File: src/rtl/aes_round_controller.sv
// Sequences one AES-128 block through an external round datapath: initial AddRoundKey
// locally, then NUM_ROUNDS datapath issues with key fetch and fixed-latency result capture.
module aes_round_controller #(
    parameter int BLOCK_LENGTH = 128,
    parameter int NUM_ROUNDS   = 10,
    parameter int ROUND_LAT    = 2
) (
    input  logic                    clk,
    input  logic                    rst,
    input  logic                    in_valid,
    output logic                    in_ready,
    input  logic [BLOCK_LENGTH-1:0] in_block,
    output logic                    key_req,
    input  logic                    key_valid,
    input  logic [BLOCK_LENGTH-1:0] key_i,
    output logic [3:0]              round_idx,
    output logic                    dp_start,
    output logic                    dp_final,
    output logic [BLOCK_LENGTH-1:0] dp_state,
    output logic [BLOCK_LENGTH-1:0] dp_key,
    input  logic [BLOCK_LENGTH-1:0] dp_result,
    output logic                    out_valid,
    input  logic                    out_ready,
    output logic [BLOCK_LENGTH-1:0] out_block,
    output logic                    busy
);

    localparam int          LAT_W    = $clog2(ROUND_LAT + 1);
    localparam logic [3:0]  LAST     = 4'(NUM_ROUNDS);
    localparam logic [LAT_W-1:0] LAT_LOAD = LAT_W'(ROUND_LAT);
    localparam logic [LAT_W-1:0] LAT_ONE  = LAT_W'(1);

    typedef enum logic [2:0] {IDLE, KEY0, ISSUE, WAIT, DONE} state_t;

    state_t                  state, state_nxt;
    logic [BLOCK_LENGTH-1:0] state_reg, state_reg_nxt;
    logic [3:0]              round_nxt;
    logic                    final_q, final_nxt;
    logic [LAT_W-1:0]        lat_cnt, lat_nxt;

    always_ff @(posedge clk or posedge rst) begin
        if (rst) begin
            state     <= IDLE;
            state_reg <= '0;
            round_idx <= '0;
            final_q   <= 1'b0;
            lat_cnt   <= '0;
        end else begin
            state     <= state_nxt;
            state_reg <= state_reg_nxt;
            round_idx <= round_nxt;
            final_q   <= final_nxt;
            lat_cnt   <= lat_nxt;
        end
    end

    always_comb begin
        state_nxt     = state;
        state_reg_nxt = state_reg;
        round_nxt     = round_idx;
        final_nxt     = final_q;
        lat_nxt       = lat_cnt;
        in_ready      = 1'b0;
        key_req       = 1'b0;
        dp_start      = 1'b0;
        out_valid     = 1'b0;
        case (state)
            IDLE: begin
                in_ready = 1'b1;
                if (in_valid) begin
                    state_reg_nxt = in_block;
                    round_nxt     = '0;
                    final_nxt     = 1'b0;
                    state_nxt     = KEY0;
                end
            end
            KEY0: begin
                key_req = 1'b1;
                if (key_valid) begin
                    state_reg_nxt = state_reg ^ key_i;
                    round_nxt     = 4'd1;
                    final_nxt     = (LAST == 4'd1);
                    state_nxt     = ISSUE;
                end
            end
            ISSUE: begin
                key_req = 1'b1;
                if (key_valid) begin
                    dp_start  = 1'b1;
                    lat_nxt   = LAT_LOAD;
                    state_nxt = WAIT;
                end
            end
            WAIT: begin
                lat_nxt = lat_cnt - LAT_ONE;
                // dp_result is only meaningful in the last counted cycle
                if (lat_cnt == LAT_ONE) begin
                    state_reg_nxt = dp_result;
                    if (round_idx == LAST) begin
                        state_nxt = DONE;
                    end else begin
                        round_nxt = round_idx + 4'd1;
                        final_nxt = ((round_idx + 4'd1) == LAST);
                        state_nxt = ISSUE;
                    end
                end
            end
            DONE: begin
                out_valid = 1'b1;
                if (out_ready) begin
                    round_nxt = '0;
                    final_nxt = 1'b0;
                    state_nxt = IDLE;
                end
            end
            default: state_nxt = IDLE;
        endcase
    end

    assign dp_final  = final_q;
    assign dp_state  = state_reg;
    assign dp_key    = key_i;
    assign out_block = state_reg;
    assign busy      = (state != IDLE);

endmodule

File: config.mk
export PLATFORM = sky130hd
export DESIGN_NAME = aes_round_controller
export DESIGN_NICKNAME = d
export VERILOG_FILES = /design/src/rtl/aes_round_controller.sv
export SDC_FILE = /design/constraint.sdc
export NUM_CORES = 1
export LEC_CHECK = 0
export ABC_AREA = 1
export BUFFER_PORTS_ARGS = -buffer_cell sky130_fd_sc_hd__buf_2
export CAP_MARGIN = 20
export CORE_AREA = 2 2 305 307
export CTS_CLUSTER_DIAMETER = 200
export CTS_CLUSTER_SIZE = 30
export DETAILED_ROUTE_END_ITERATION = 12
export DIE_AREA = 0 0 307 309
export PLACE_DENSITY = 0.36
export SYNTH_ARGS = -nofsm -noshare
export SYNTH_HDL_FRONTEND = slang
export SYNTH_SLANG_ARGS = --single-unit
File: constraint.sdc
create_clock -name clk -period 5 [get_ports clk]
set_input_delay 0.5 -clock clk [delete_from_list [all_inputs] [get_ports clk]]
set_output_delay 0.5 -clock clk [all_outputs]
set_load 0.02 [all_outputs]
==> results.md <==
- Reported net switching power: 5.76 mW
- Clock-pin slew of the registers on the worst-case setup and hold paths: 70 ps
- H-Tree Level Count: 4
- Upper clock frequency limit: 408 MHz
- Total of max-cap violations: 0
- Logic gate share of total power: 62.1%
- CTS Hold Buffers Added: 0
- Data required time at the worst endpoint: 4500 ps
- Register-to-Register Setup Slack: 2710 ps
- Slew @ Worst Pin: 837 ps
- Cell with the most instances after synthesis: sky130_fd_sc_hd__nand2_1
- Post-route ant nets: 0
- Nets: 2457
- Area of all placed cells without fillers: 14900 um2
- Category of the most critical setup path: flop to output port
- Switching share of total power: 56.4%
- Average instance area after synthesis: 6.93 um2
- Placed standard-cell area: 14200 um2
- Highest net fanout along the worst path: 6
- Internal power: 4.46 mW
- # clock sinks: 138
- Input/output buffers: 782
- Nature of the critical path endpoint: output port
- Distinct cell type count of the synthesized netlist: 23
- Cell type with the highest aggregate area in the netlist: sky130_fd_sc_hd__dfrtp_1
- Part of the power in registers: 23.7%
- Endpoint arrival time on the critical path: 1950 ps
- Number of clock buffers inserted by TritonCTS: 17
- Drt via density: 3.54
- Share of post-route cells with drive strength above 1: 40.2%
- Last weighted congestion value of the routability-driven placer: 0.775
- Power density normalized to cell area: 687 nW/um2
- Number of cell rows: 111
- Flip-flop and latch count after synthesis: 138
- Final WL: 51400 um
- Clock period minus worst slack: 2450 ps
- Resized cells post-CTS: 0
- CTS tree: built
- Clock latency on the worst-skew pair: 470 ps
- Leakage dissipation: 8.28 nW
- Amount of wire on met2 after detailed routing: 25800 um
- Final Hold Fails: 0
- Number of DRC violations after detailed routing: 0
- Buffer cell driving the clock tree root: sky130_fd_sc_hd__clkbuf_16
- Routed via count: 11.6k
- Power Total: 10.2 mW
- Leading post-synthesis cells by cell area: sky130_fd_sc_hd__dfrtp_1 (31%), sky130_fd_sc_hd__nand2_1 (23%), sky130_fd_sc_hd__buf_4 (18%), sky130_fd_sc_hd__xor2_1 (10%), sky130_fd_sc_hd__nand3_1 (6.4%)
- Placeable core region: 91400 um2
- Tightest slew margin relative to the limit: 44.2%
- Setup repair after global routing missed its margin: false
- Classification of the worst-slack hold path: input pin to async pin
- Initial core utilization: 12.1%
- Tcrit/Tclk final: 49.0%
- Number of buffers on the longest clock path: 2
- Yosys synthesis warning count: 0
- Placed Cells incl. Taps: 3231
- Combined area of the multi-input logic cells: 5180 um2
- Area of the mapped netlist: 11000 um2
- Hold_ws: 110 ps
- Nature of the critical path startpoint: flop
- Antenna violations before repair: 5
- Top FF cell, synth: sky130_fd_sc_hd__dfrtp_1
- Global routing usage summed across all routing layers: 10.3%
- Amount of wire on met3 after detailed routing: 3410 um
- Number of buffers added for setup after CTS: 0
- Part of the Yosys area used for sequential elements: 31.3%
- Diode insertion count for antenna repair: 0
- Status: finished, final reports clean
- P&R area growth vs syn: 34.8%
- Drt pass-1 iters: 4
- Gate count after technology mapping: 1592
- Fillcell total: 10.7k
- Share of synthesized flip-flops with an asynchronous set or reset: 100%
- Largest register FFs: 128
- Final non-filler cell total: 3263
- Final Max Slew Viols: 0
- Clock Skews: 15.6 ps
- Post-synth top area share: 31.3%
- Die Area: 94900 um2
- Wire length of the first global-routing pass: 72900 um
- DP Wirelength: 39900 um
- Die X: 307 um
- Count of pins on the block boundary: 783
- Cell types with the highest counts after synthesis: sky130_fd_sc_hd__nand2_1 (664), sky130_fd_sc_hd__buf_4 (261), sky130_fd_sc_hd__nand3_1 (142)
- Sequential cell area: 3450 um2
- Routed WL per cell: 15.7 um
- Met1 routed wirelength after detailed routing: 20500 um
- Die span in y: 309 um
- Final sum of negative setup slack: 0 ps
- Detailed router's first-iteration violation count: 499
- Number of enable flip-flop cells after synthesis: 0
- Clk pwr share: 14.2%
- Aggregate global routing overflow: 0
- Number of global-route vias before repair: 11.4k
- Synthesized net count: 1985
- Largest voltage drop on the vdd net: 0.000376 V
- Uppermost layer routed: met5
- Number of setup violations in the final report: 0
- Pin count of the biggest net entering global routing: 132
cell type report:
class / instances / area share [%]
clock inverter: 13 / 1.30
inverter: 18 / 0.521
tap: 1186 / 9.97
timing repair buffer: 794 / 27.2
multi-input combinational: 1095 / 34.9
sequential: 138 / 23.2
clock buffer: 19 / 2.98
layer usage:
metal | vias to the layer above | GRT usage [%]
li1 | 5686 | -
met1 | 5361 | 11.7
met2 | 455 | 18.0
met3 | 57 | 2.90
met4 | 8 | 4.29
met5 | - | 0
kinds of logic after synthesis:
logic type | synth area share [%]
adders and majority gates | 0.453
DFF | 31.3
and+or+nand+nor | 30.1
xor gates and xnor gates | 10.2
buffers and inverters | 21.8
AOI/OAI and AO/OA | 6.12
worst max-delay path, stage by stage, from the launching register on:
cell	delay, ps
sky130_fd_sc_hd__dfrtp_1	470
sky130_fd_sc_hd__nor2_1	330
sky130_fd_sc_hd__inv_1	70
sky130_fd_sc_hd__nor2_1	360
sky130_fd_sc_hd__buf_2	250
path summary, 6_finish.rpt:
check,startpoint,to,cells after the start
max,state[2],in_ready,4
min,rst,dp_state[91],2
max reg2reg,state[2],dp_state[21],8
min reg2reg,dp_final,dp_final,2
max in group asynchronous,rst,dp_state[76],3
min in group clk,in_block[5],dp_state[5],5
through the flow:
| step | setup WS, ps | util, % |
|---|---|---|
| global route | 2460 | 16.3 |
| CTS | 2510 | 16.3 |
| global placement | 2710 | 15.6 |
| floorplan | 804 | - |
| finish | 2550 | 16.3 |
| detailed placement | 2690 | 15.6 |
power by group through the flow:
stage,clock (mW),sequential (mW),combinational (mW)
final,1.45,2.42,6.34
after global routing,1.58,2.52,7.08
after CTS,1.55,2.45,6.50
after detailed placement,0,2.46,6.49
after global placement,0,2.47,6.50
after floorplan,0,2.80,4.39
layout by cell type (no fill, tap or decap):
| cell type | n |
|---|---|
| sky130_fd_sc_hd__xor2_1 | 128 |
| sky130_fd_sc_hd__ha_1 | 4 |
| sky130_fd_sc_hd__a21oi_1 | 3 |
| sky130_fd_sc_hd__nand3b_1 | 2 |
| sky130_fd_sc_hd__nand2_1 | 664 |
| sky130_fd_sc_hd__nor2_1 | 11 |
| sky130_fd_sc_hd__xnor2_1 | 1 |
| sky130_fd_sc_hd__dfrtp_1 | 138 |
| sky130_fd_sc_hd__clkbuf_1 | 1 |
| sky130_fd_sc_hd__buf_2 | 782 |
| sky130_fd_sc_hd__inv_6 | 3 |
| sky130_fd_sc_hd__inv_4 | 2 |
| sky130_fd_sc_hd__clkinvlp_4 | 2 |
| sky130_fd_sc_hd__inv_1 | 15 |
| sky130_fd_sc_hd__nor2_2 | 2 |
| sky130_fd_sc_hd__bufinv_16 | 4 |
| sky130_fd_sc_hd__clkinv_4 | 4 |
| sky130_fd_sc_hd__clkbuf_8 | 1 |
| sky130_fd_sc_hd__buf_4 | 9 |
| sky130_fd_sc_hd__nand2_2 | 1 |
| sky130_fd_sc_hd__o21ai_0 | 122 |
| sky130_fd_sc_hd__nand4_1 | 1 |
| sky130_fd_sc_hd__o21ai_1 | 10 |
| sky130_fd_sc_hd__buf_12 | 3 |
| sky130_fd_sc_hd__clkbuf_16 | 17 |
| sky130_fd_sc_hd__nand3_1 | 142 |
| sky130_fd_sc_hd__nand2_4 | 2 |
| sky130_fd_sc_hd__clkinv_2 | 1 |
| sky130_fd_sc_hd__nor2_4 | 2 |
Power figures use the tool's default switching activity.
